$ cat src/rtl/lut_config_pipe.sv
// lut_config_pipe
//   Reconfigurable K-input lookup table tile. The truth table is streamed in
//   over a beat-wise config port into a shadow copy. Once the last beat has
//   arrived, one COMMIT cycle copies the shadow into the active table. A
//   lookup therefore only ever sees a complete table.
//
//   Optional build macro: LUT_PREDECODE_EN
//     undefined : single-stage registered lookup, latency 1
//     defined   : two-stage lookup (4-bit group select + one-hot decode of
//                 s[1:0]), latency 2. Requires INPUTS >= 2.
//
//   Handshake: a config beat transfers on a rising clk edge where
//   cfg_valid && cfg_ready. cfg_data is sampled only on a transfer.
//   cfg_valid held without cfg_ready has no effect. The lookup port has no
//   backpressure: every s_valid cycle yields one z_valid cycle.
//
//   Ports
//     clk        in   rising-edge clock
//     rst_n      in   synchronous active-low reset
//     cfg_valid  in   config beat valid
//     cfg_ready  out  config beat accept (low only in the COMMIT cycle)
//     cfg_data   in   config beat payload; beat 0 holds the table LSBs
//     cfg_abort  in   discard a partially loaded shadow table
//     cfg_done   out  one-cycle pulse while the new table is committed
//     s_valid    in   lookup request valid
//     s          in   lookup select
//     z_valid    out  lookup result valid
//     z          out  lookup result
module lut_config_pipe #(
    parameter int INPUTS    = 4,
    parameter int CFG_WIDTH = 4
) (
    input  logic                 clk,
    input  logic                 rst_n,
    input  logic                 cfg_valid,
    output logic                 cfg_ready,
    input  logic [CFG_WIDTH-1:0] cfg_data,
    input  logic                 cfg_abort,
    output logic                 cfg_done,
    input  logic                 s_valid,
    input  logic [INPUTS-1:0]    s,
    output logic                 z_valid,
    output logic                 z
);

    localparam int WIDTH = 1 << INPUTS;
    localparam int BEATS = WIDTH / CFG_WIDTH;
    localparam int CNT_W = (BEATS > 1) ? $clog2(BEATS) : 1;
    localparam logic [CNT_W-1:0] LAST_BEAT = CNT_W'(BEATS - 1);

    typedef enum logic [1:0] {
        IDLE   = 2'd0,
        LOAD   = 2'd1,
        COMMIT = 2'd2
    } state_t;

    state_t             state;
    state_t             state_next;
    logic [CNT_W-1:0]   cnt;
    logic [CNT_W-1:0]   cnt_next;
    logic [WIDTH-1:0]   shadow;
    logic [WIDTH-1:0]   active;
    logic               beat_we;
    logic               shadow_clr;
    logic               commit;

    // ------------------------------------------------------------------
    // Config FSM
    // ------------------------------------------------------------------
    always_ff @(posedge clk) begin
        if (!rst_n) begin
            state <= IDLE;
            cnt   <= '0;
        end else begin
            state <= state_next;
            cnt   <= cnt_next;
        end
    end

    // cfg_ready is high in every state except COMMIT, so inside IDLE/LOAD a
    // transfer is simply cfg_valid.
    always_comb begin
        state_next = state;
        cnt_next   = cnt;
        cfg_ready  = 1'b1;
        cfg_done   = 1'b0;
        beat_we    = 1'b0;
        shadow_clr = 1'b0;
        commit     = 1'b0;
        case (state)
            IDLE: begin
                cnt_next = '0;
                if (cfg_abort) begin
                    // Abort wins; any same-cycle beat is dropped.
                    shadow_clr = 1'b1;
                end else if (cfg_valid) begin
                    beat_we = 1'b1;
                    if (BEATS == 1) begin
                        state_next = COMMIT;
                    end else begin
                        state_next = LOAD;
                        cnt_next   = CNT_W'(1);
                    end
                end
            end
            LOAD: begin
                if (cfg_abort) begin
                    shadow_clr = 1'b1;
                    cnt_next   = '0;
                    state_next = IDLE;
                end else if (cfg_valid) begin
                    beat_we = 1'b1;
                    if (cnt == LAST_BEAT) begin
                        state_next = COMMIT;
                    end else begin
                        cnt_next = cnt + CNT_W'(1);
                    end
                end
            end
            COMMIT: begin
                // Abort is ignored here: the commit always completes.
                cfg_ready  = 1'b0;
                cfg_done   = 1'b1;
                commit     = 1'b1;
                cnt_next   = '0;
                state_next = IDLE;
            end
            default: begin
                cnt_next   = '0;
                state_next = IDLE;
            end
        endcase
    end

    // ------------------------------------------------------------------
    // Shadow and active tables
    // ------------------------------------------------------------------
    always_ff @(posedge clk) begin
        if (!rst_n) begin
            shadow <= '0;
            active <= '0;
        end else begin
            if (shadow_clr) begin
                shadow <= '0;
            end else if (beat_we) begin
                for (int b = 0; b < BEATS; b++) begin
                    if (cnt == CNT_W'(b)) begin
                        shadow[b*CFG_WIDTH +: CFG_WIDTH] <= cfg_data;
                    end
                end
            end
            // The whole table moves in one edge, so a lookup sampled in the
            // COMMIT cycle still reads the old contents.
            if (commit) begin
                active <= shadow;
            end
        end
    end

    // ------------------------------------------------------------------
    // Lookup path (independent of the config FSM)
    // ------------------------------------------------------------------
`ifdef LUT_PREDECODE_EN
    logic [3:0] grp;
    logic [3:0] oh;
    logic       v1;

    // Stage 1 picks the 4-bit group addressed by the upper select bits and
    // one-hot decodes the lower two. The table is sampled here.
    always_ff @(posedge clk) begin
        if (!rst_n) begin
            grp <= '0;
            oh  <= '0;
            v1  <= 1'b0;
        end else begin
            v1 <= s_valid;
            if (s_valid) begin
                grp <= active[{s[INPUTS-1:2], 2'b00} +: 4];
                oh  <= 4'b0001 << s[1:0];
            end
        end
    end

    always_ff @(posedge clk) begin
        if (!rst_n) begin
            z_valid <= 1'b0;
            z       <= 1'b0;
        end else begin
            z_valid <= v1;
            if (v1) begin
                z <= |(grp & oh);
            end
        end
    end
`else
    always_ff @(posedge clk) begin
        if (!rst_n) begin
            z_valid <= 1'b0;
            z       <= 1'b0;
        end else begin
            z_valid <= s_valid;
            if (s_valid) begin
                z <= active[s];
            end
        end
    end
`endif

endmodule

$ cat config.mk
export PLATFORM = sky130hd
export DESIGN_NAME = lut_config_pipe
export DESIGN_NICKNAME = d
export VERILOG_FILES = /design/src/rtl/lut_config_pipe.sv
export SDC_FILE = /design/constraint.sdc
export NUM_CORES = 1
export LEC_CHECK = 0
export ABC_AREA = 0
export ABC_CLOCK_PERIOD_IN_PS = 1500
export CAP_MARGIN = 0
export CORE_ASPECT_RATIO = 1.75
export CORE_MARGIN = 2
export CORE_UTILIZATION = 55
export CTS_CLUSTER_SIZE = 40
export DETAILED_ROUTE_END_ITERATION = 10
export GPL_ROUTABILITY_DRIVEN = 0
export GPL_TIMING_DRIVEN = 0
export PLACE_DENSITY = 0.87
export SLEW_MARGIN = 20
export SYNTH_ARGS = -nofsm -noshare
export SYNTH_HDL_FRONTEND = slang
export SYNTH_SLANG_ARGS = --single-unit
$ cat constraint.sdc
create_clock -name clk -period 1.5 [get_ports clk]
set_input_delay 0.225 -clock clk [delete_from_list [all_inputs] [get_ports clk]]
set_output_delay 0.225 -clock clk [all_outputs]
set_load 0.02 [all_outputs]
======== Word level (Yosys, flattened, before mapping) ========
Cells that the tools add are included.
Widths: inputs -> output; s select.
storage, ports and cells
  bits of input ports ..................... 13
  output and inout bits ................... 4
  register bits after elaboration ......... 38
  word-level logic and storage cells ...... 53
cells by class
  reductions and logical operators ........ 10
  mux-type cells .......................... 21
  add/subtract/negate cells ............... 1
  $lt $le $gt $ge ......................... 1
  bitwise gates (word level) .............. 1
  eq/ne operators ......................... 10
operators with widths
  operator             count
  $mux 2               8
  $mux 1               10
  $reduce_and 2->1     5
  $ne 3x3->1 const B   3
  $pmux 2 s2           2
  $eq 2x2->1 const B   3
  $lt 4x5->1 const B   1
  $bmux 1 s4           1
  $eq 2x1->1 const B   2
  $logic_not 2->1      2
  $ne 2x2->1 const B   2
  $reduce_and 4->1     1
  $reduce_or 2->1      2
  $add 2x1->2 const B  1
  $not 1->1            1

======== Depth between registers and ports, before layout ========
Gate-level depths: netlist (run 1).
  depth after elaboration ................. 5
  mapped depth ............................ 6
  gate-level depth less buffers ........... 5

======== Worst setup path after synthesis (run 1) ========
No wires, ideal clock.
  path type ............................... input -> register
  from .................................... input port s[2]
  to ...................................... register z
  stages .................................. 5
  required time ........................... 1374 ps
  path buffers ............................ 1
  library setup time ...................... 126 ps
  slack ................................... 273 ps
  data arrival time ....................... 1101 ps
  cell sequence ........................... buf_6 -> mux4_2 -> nand2b_1 -> nand4b_1 -> o211ai_1
between the ends
  word-level cells in the longest chain between the ends .. 2
ends and longest elaborated chain
  element                       line  source
  from (decl)                   41    input logic [INPUTS-1:0] s,
  $bmux 1 s4                    203   z <= active[s];
  $mux 1 (implied by the code)  203
  to (signal assigned)          203
  to (decl)                     43    output logic z
Every way passes these cells. The select of a mux whose other input is x is not followed.
A chain may end at the register's enable or synchronous reset.

======== Final worst setup path (run 1) ========
  from .................................... register state[0]
  to ...................................... output port cfg_ready
between the ends
  word-level cells in the longest chain between the ends .. 2
ends and longest elaborated chain
  element                 line  source
  from (decl)             57    state_t state;
  from (signal assigned)  75    state <= state_next;
  $eq 2x2->1              90    case (state)
  $mux 1                  90
  to (decl)               36    output logic cfg_ready,
Every way passes these cells.

==> impl_results.md, run 1 <==
- Status: completed
- Initial DRC Count: 29
- All-Layer GR Usage: a little under a quarter
- Final design utilization: 66.5%
- Placed insts: around 220
- Synth area leaders: dfxtp_1, mux2i_1, nand2_1, a21boi_0, nor2_1
- Tcrit/Tclk final: roughly 97%
- Post-synthesis register bit count: 38
- CP startpoint: state[0]
- Worst-case clock buffer depth: 2
- Peak supply drop: between 900 and 1000 µV
- Logic pwr share: a little under 7%
- Clock Latency Late Sink: just under 0.3 ns
- Setup TNS: 0 ns
- Ys Warns: 0
- Number of global-route vias before repair: roughly 1,200
- Synth unique cells: 28
- Detailed placer's ending HPWL: roughly 2.6 mm
- Critical path's largest stage delay: ~0.36 ns
- Via Count: around 1,200
- CTS root buf: clkbuf_8
- Drt pass-1 iters: 4
- Ratio of cells with drive above 1 in the final layout: between 10% and 20%
- Residual DRC: 0
- Final Hold Violating Endpoints: 0
- Post-synthesis cell count: between 150 and 200
- R2R Path Start: cnt[0]
- Full die area: roughly 0.0034 mm²
- CP Class: flop to output pin
- H-tree depth: 2
- Switch share: 21.9%
- Synth-to-layout area growth: 17.8%
- IO Count: 17
- Initial antenna violation count: 0
- Internal power: ~1400 µW
- Fmax: ~690 MHz
- R2R Path End: shadow[13]
- Maximum net fanout on the critical path: 10
- First-pass GRT wire length: approximately 5.4 mm
- Synth area leader: dfxtp_1
- Final worst slack: 0.0485 ns
- Reg2reg setup slack: roughly 0.12 ns
- Critical path capture point type: output pin
- Fin crit period: roughly 1.5 ns
- Power Density: roughly 940 mW/mm²
- Post-Syn Area: 0.00162 mm²
- Diodes inserted: 0
- Register area share after synthesis: 47.1%
- Fin area: approximately 0.0019 mm²
- Placement Setup Slack: -0.301 ns
- Net Count, Synth: 192
- Post-route insts no fill: roughly 230
- Reg power frac: ~57%
- Critical-path cell list: nand2b_1 > buf_6 > buf_6 > buf_4
- Worst path required time: about 1.3 ns
- Leak: 0.000700 µW
- Final Net Count: around 220
- Hold endpoint: active[13]
- RSZ-0062 raised after global routing: no
- Min-Delay Startpoint: active[13]
- CTS Buf Count: 5
- Arr. time, crit path: 1.23 ns
- Area after DPL: around 0.0018 mm²
- Cell repeated most along the worst path: buf_6
- Die Wd: 45.0 µm
- Clock skew: 0.00152 ns
- Core ar.: between 0.002 and 0.003 mm²
- Count of final setup violators: 0
- Remaining antenna violation count: 0
- Pin count of the biggest net entering global routing: 18
- Initial core utilization: between 50 and 60%
- Clock power frac: roughly 36%
- CTS tree: yes
- Num rows: 26
- Wire length per cell: ~15 µm
- WL final: approximately 3.3 mm
- Post-Syn Area per Cell: roughly 9.2 µm²
- Clock sinks: 38
- Slew Limit Fails: 0
- Cells on Worst Hold Path: 2
- Vias/cell: about 5.4
- Slowest CP cell: dfxtp_4
- Yosys top cell area share: between 40% and 50%
- Max-slew headroom: between 60 and 70%
- Critical path startpoint category: flop
- DIE HEIGHT: roughly 76 µm
- Cells on worst reg2reg path: 5
- NetSw: approximately 400 µW
- Clock slew at reported path FFs: approximately 0.070 ns
- Grt ovf: 0
- Port bufs: 15
- Max-Cap Viols: 0
- Fillers: 230
- Min-delay worst type: flop to flop
- Worst-Margin Slew: 0.477 ns
[cell usage after synthesis]
library cell  number
inv_2              1
nand3_1            2
nand3b_1           1
o21ai_1            1
o21ai_0            2
o211ai_1           1
inv_1              3
buf_4              1
nor3b_1            1
a21oi_1            2
clkbuf_1           3
mux2i_1           20
nand4b_1           1
buf_2              3
a21boi_0          16
nand2_1           34
a22oi_1            2
and2_1             1
buf_6              1
and3_1             5
nor2b_1            3
dfxtp_1           38
ha_1               4
mux4_2             1
nor2_1            22
clkbuf_2           3
nand2b_1           2
mux4_1             1
[metal layers]
metal  up-vias  part of all wire (%)  wire (µm)  track usage [%]
met2        27                    56       1870             42.2
met5         -                     0          0                0
li1        625                     -          -                -
met1       561                    35       1160             20.7
met4         0                   4.8        160             13.4
met3        14                   4.1        135             6.64
[flip-flops by register name, summed over array words and instances, names as in the netlist]
name / count
active: 16
cnt: 2
shadow: 16
state: 2
z: 1
z_valid: 1
[worst max-delay path, delay by kind of cell (launching register included)]
| family | cells | cell delay (ns) |
|---|---|---|
| buffers and inverters | 3 | 0.42 |
| flip-flops | 1 | 0.36 |
| AND/OR/NAND/NOR | 1 | 0.15 |
[power groups by stage]
stage          logic (µW)  clock network (µW)  registers (µW)
2_1_floorplan        59.3                   0            1050
3_5_place_dp          123                   0            1050
6_report              124                 647            1020
5_1_grt               134                 700            1020
4_1_cts               123                 662            1020
3_3_place_gp          117                   0            1050
[cell usage in the layout, fill, tap and decap left out, types with 2 or more instances in the layout]
cell             instances
a21boi_0                16
buf_4                    4
nor2_1                  22
ha_1                     4
inv_1                    3
nor2b_1                  3
o21ai_0                  2
clkbuf_1                 3
buf_6                    3
and3_1                   5
clkbuf_8                 5
dfxtp_1                 37
a22oi_1                  2
nand2b_1                 2
nand2_1                 34
mux2i_1                 20
clkdlybuf4s50_1         13
nand3_1                  2
a21oi_1                  2
clkbuf_2                 5
[metrics by stage]
| stage | total power [µW] | hold WS [ns] |
|---|---|---|
| after floorplan | 1110 | 0.364 |
| after global placement | 1160 | 0.448 |
| after detailed placement | 1170 | 0.461 |
| after CTS | 1810 | 0.472 |
| after global routing | 1860 | 0.495 |
| final | 1790 | 0.469 |
[timing repair]
| action | CTS | global route |
|---|---|---|
| setup buffers | 0 | 2 |
| gates cloned | 0 | 0 |
| hold endpoints to repair | 0 | 0 |
| hold buffers | 0 | 0 |
| gates resized for setup | 17 | 5 |
| setup endpoints to repair | 2 | 16 |
[how the worst max path moves through the flow]
stage                 to  slack (ns)  depth (start not counted)
6_report       cfg_ready        0.05                          4
3_3_place_gp    cfg_done       -0.29                          5
3_5_place_dp    cfg_done       -0.30                          5
5_1_grt        cfg_ready       0.002                          4
4_1_cts        cfg_ready       0.006                          4
2_1_floorplan          z        0.27                          5
[final cells by class]
cell class	count	area, µm²	area share, %
buffer	10	67.6	3.55
clock buffer	7	76.3	4.01
inverter	4	20.0	1.05
multi-input combinational	122	779	41.0
sequential	38	764	40.2
tap	28	35.0	1.84
timing repair buffer	17	160	8.42
[cell families after synthesis]
logic type / after synthesis / share of synthesized area [%]
and+or+nand+nor: 72 / 19.4
buffers and inverters: 15 / 4.65
adders and majority gates: 4 / 3.10
muxes: 22 / 15.4
DFF: 38 / 47.1
AOI/OAI and AO/OA: 24 / 10.4
No activity file was read; power rests on OpenSTA's default activity.
==> inputs of run 2 (changes only) <==
--- a/config.mk
+++ b/config.mk
@@ -16,6 +16,7 @@
 export GPL_ROUTABILITY_DRIVEN = 0
 export GPL_TIMING_DRIVEN = 0
 export PLACE_DENSITY = 0.87
+export REMOVE_ABC_BUFFERS = 1
 export SLEW_MARGIN = 20
 export SYNTH_ARGS = -nofsm -noshare
 export SYNTH_HDL_FRONTEND = slang
==> constraint.sdc (replaced) <==
create_clock -name clk -period 1.5 [get_ports clk]
set_input_delay 0.225 -clock clk [delete_from_list [all_inputs] [get_ports clk]]
set_output_delay 0.225 -clock clk [all_outputs]
set_load 0.05 [all_outputs]
==> run 2 against run 1 <==
Sequential power is essentially flat. Total power decreased by 0.60%. Largest power group unchanged. Critical path type unchanged. Cell area is 2.7% lower. Maximum frequency grew 1.8%. Die area unchanged. Largest cell class unchanged. Flip-flop and latch count stayed put. Cell count shrank 4.0%.
==> impl_results.md, run 2 (synthesis gave the netlist of run 1 again) <==
- Status: completed
- Critical-path cell list: nand2b_4 > inv_4 > buf_4
- Worst-case clock buffer depth: 2 (unchanged)
- Max-slew headroom: 57.1% (-11 points)
- Clock Latency Late Sink: 0.29 ns (about the same)
- Cells on Worst Hold Path: 2 (unchanged)
- Min Hold Slack: 0.460 ns (-0.00904 ns)
- Worst-Margin Slew: 0.643 ns (+0.165 ns)
- Multi-input gate area in the final layout: 792 µm² (+1.6%)
- Critical path startpoint category: flop
- Grt ovf: 0 (unchanged)
- Ratio of cells with drive above 1 in the final layout: 8.99% (-1.6 points)
- Fin area: 0.00185 mm² (-2.7%)
- Fillers: 239 (+3.9%)
- Worst path required time: 1.27 ns (about the same)
- Area occupied by registers: 762 µm² (-0.33%)
- Maximum net fanout on the critical path: 17 (+7)
- Critical path capture point type: output pin
- Setup TNS: 0 ns (unchanged)
- Min-delay worst type: flop to flop
- Initial antenna violation count: 0 (unchanged)
- Min-Delay Startpoint: active[11]
- Commonest non-fill, non-tap cell in the layout: dfxtp_1
- Detailed placer's ending HPWL: 2.52 mm (-3.4%)
- R2R Path Start: state[1]
- Initial core utilization: 56.4% (unchanged)
- CTS Buf Count: 5 (unchanged)
- Tcrit/Tclk final: 95.1% (-1.7 points)
- Remaining antenna violation count: 0 (unchanged)
- Power Density: 962 mW/mm² (+2.2%)
- Critical path's largest stage delay: 0.36 ns (about the same)
- Most frequent cells in the layout: dfxtp_1, nand2_1, nor2_1
- CP top delay family: buffers and inverters
- Num rows: 26 (unchanged)
- Die Wd: 45.0 µm (unchanged)
- Hold endpoint: active[11]
- Diodes inserted: 0 (unchanged)
- Vias/cell: 5.54 (+2.0%)
- CTS root buf: clkbuf_8
- Clock sinks: 38 (unchanged)
- Residual DRC: 0 (unchanged)
- WL final: 3.16 mm (-4.9%)
- First-pass GRT wire length: 5.17 mm (-4.7%)
- RSZ-0062 raised after global routing: no
- Reg2reg setup slack: 0.10 ns (-0.02 ns)
- CP Class: flop to output pin
- Leak: 0.000683 µW (-2.5%)
- Clock skew: 0.00844 ns (+0.00692 ns)
- Arr. time, crit path: 1.20 ns (-0.03 ns)
- R2R Path End: shadow[8]
- Count of final setup violators: 0 (unchanged)
- DIE HEIGHT: 75.7 µm (unchanged)
- Final worst slack: 0.0739 ns (+0.0253 ns)
- Pin count of the biggest net entering global routing: 22 (+4)
- Slowest CP cell: dfxtp_1
- Wire length per cell: 14.6 µm (-0.99%)
- Fin crit period: 1.43 ns (-0.0253 ns)
- Clock slew at reported path FFs: 0.07 ns (about the same)
- Full die area: 0.00340 mm² (unchanged)
- Area after DPL: 0.00175 mm² (-2.8%)
- Biggest regs: active x16, shadow x16
- Peak supply drop: 699 µV (-23%)
- Final Net Count: 206 (-4.2%)
- Via Count: 1,202 (-2.0%)
- Final Hold Violating Endpoints: 0 (unchanged)
- H-tree depth: 2 (unchanged)
- CTS tree: yes
- Port bufs: 16 (+1)
- Slew Limit Fails: 0 (unchanged)
- CTS Hold Buffers Added: 0 (unchanged)
- IO Count: 17 (unchanged)
- Initial DRC Count: 31 (+6.9%)
- Buf/Inv on CP: 2 (-1)
- Cells on worst reg2reg path: 4 (-1)
- Core ar.: 0.00286 mm² (unchanged)
- Placement Setup Slack: -0.790 ns (-0.489 ns)
- Fmax: 701 MHz (+1.8%)
- Synth-to-layout area growth: 14.6%
- All-Layer GR Usage: 21.2% (-1.5 points)
- Drt pass-1 iters: 4 (unchanged)
- Max-Cap Viols: 0 (unchanged)
- Number of global-route vias before repair: 1,244 (+3.2%)
==> run 2: cell count changes in the layout (fill, tap and decap cells not counted), moves of 2 or more <==
cell,before,now
clkinv_2,0,2
buf_6,3,0
clkbuf_2,5,0
clkbuf_1,3,0
clkdlybuf4s50_1,13,10
dlygate4sd2_1,0,3
==> run 2: how the worst max path moves through the flow <==
stage               depth (start not counted)   endpoint      from  slack (ns)
floorplan                                   4  active[0]  state[0]       -0.36
detailed placement                          3   cfg_done  state[0]       -0.79
CTS                                         2  cfg_ready  state[0]      0.0003
global placement                            3   cfg_done  state[0]       -0.74
finish                                      3   cfg_done  state[0]        0.07
global route                                3   cfg_done  state[0]        0.02
==> run 2: final cells by class <==
| type | count | area share, % |
|---|---|---|
| clock inverters | 2 | 0.541 |
| multi-input cells | 122 | 42.8 |
| repair buffers | 18 | 8.99 |
| clock buffers | 5 | 3.72 |
| well taps | 28 | 1.89 |
| flip-flops and latches | 38 | 41.1 |
| inverters | 4 | 0.946 |
==> run 2: metal layers <==
| layer | wire [µm] | up-vias | track usage (%) | share of wire [%] |
|---|---|---|---|---|
| li1 | - | 607 | - | - |
| met2 | 1850 | 23 | 41.9 | 59 |
| met5 | 0 | - | 0 | 0 |
| met1 | 1110 | 563 | 18.9 | 35 |
| met4 | 86 | 0 | 9.48 | 2.7 |
| met3 | 113 | 9 | 5.21 | 3.6 |
==> run 2: per-stage QoR <==
step                      instances  util (%)  total power [µW]
after detailed placement        208      61.1              1170
after floorplan                 164         -              1100
after global placement          208      61.1              1160
final                           217      64.7              1780
after CTS                       217      64.6              1800
after global routing            217      64.7              1830
==> run 2: timing repair <==
item | in CTS | in global routing
resized for setup | 16 | 6
endpoints found under the setup margin | 37 | 12
setup buffers | 2 | 0
==> run 2: power by group <==
| part | total (µW) | internal (µW) | switching (µW) |
|---|---|---|---|
| sequential | 1020 | 1020 | 5.90 |
| combinational | 120 | 58.7 | 61.3 |
| clock | 639 | 311 | 328 |
==> run 2: worst min-delay path, stage by stage (launching register included) <==
cell and delay, ns:
dfxtp_1 0.31, nand2_1 0.04, a21boi_0 0.06
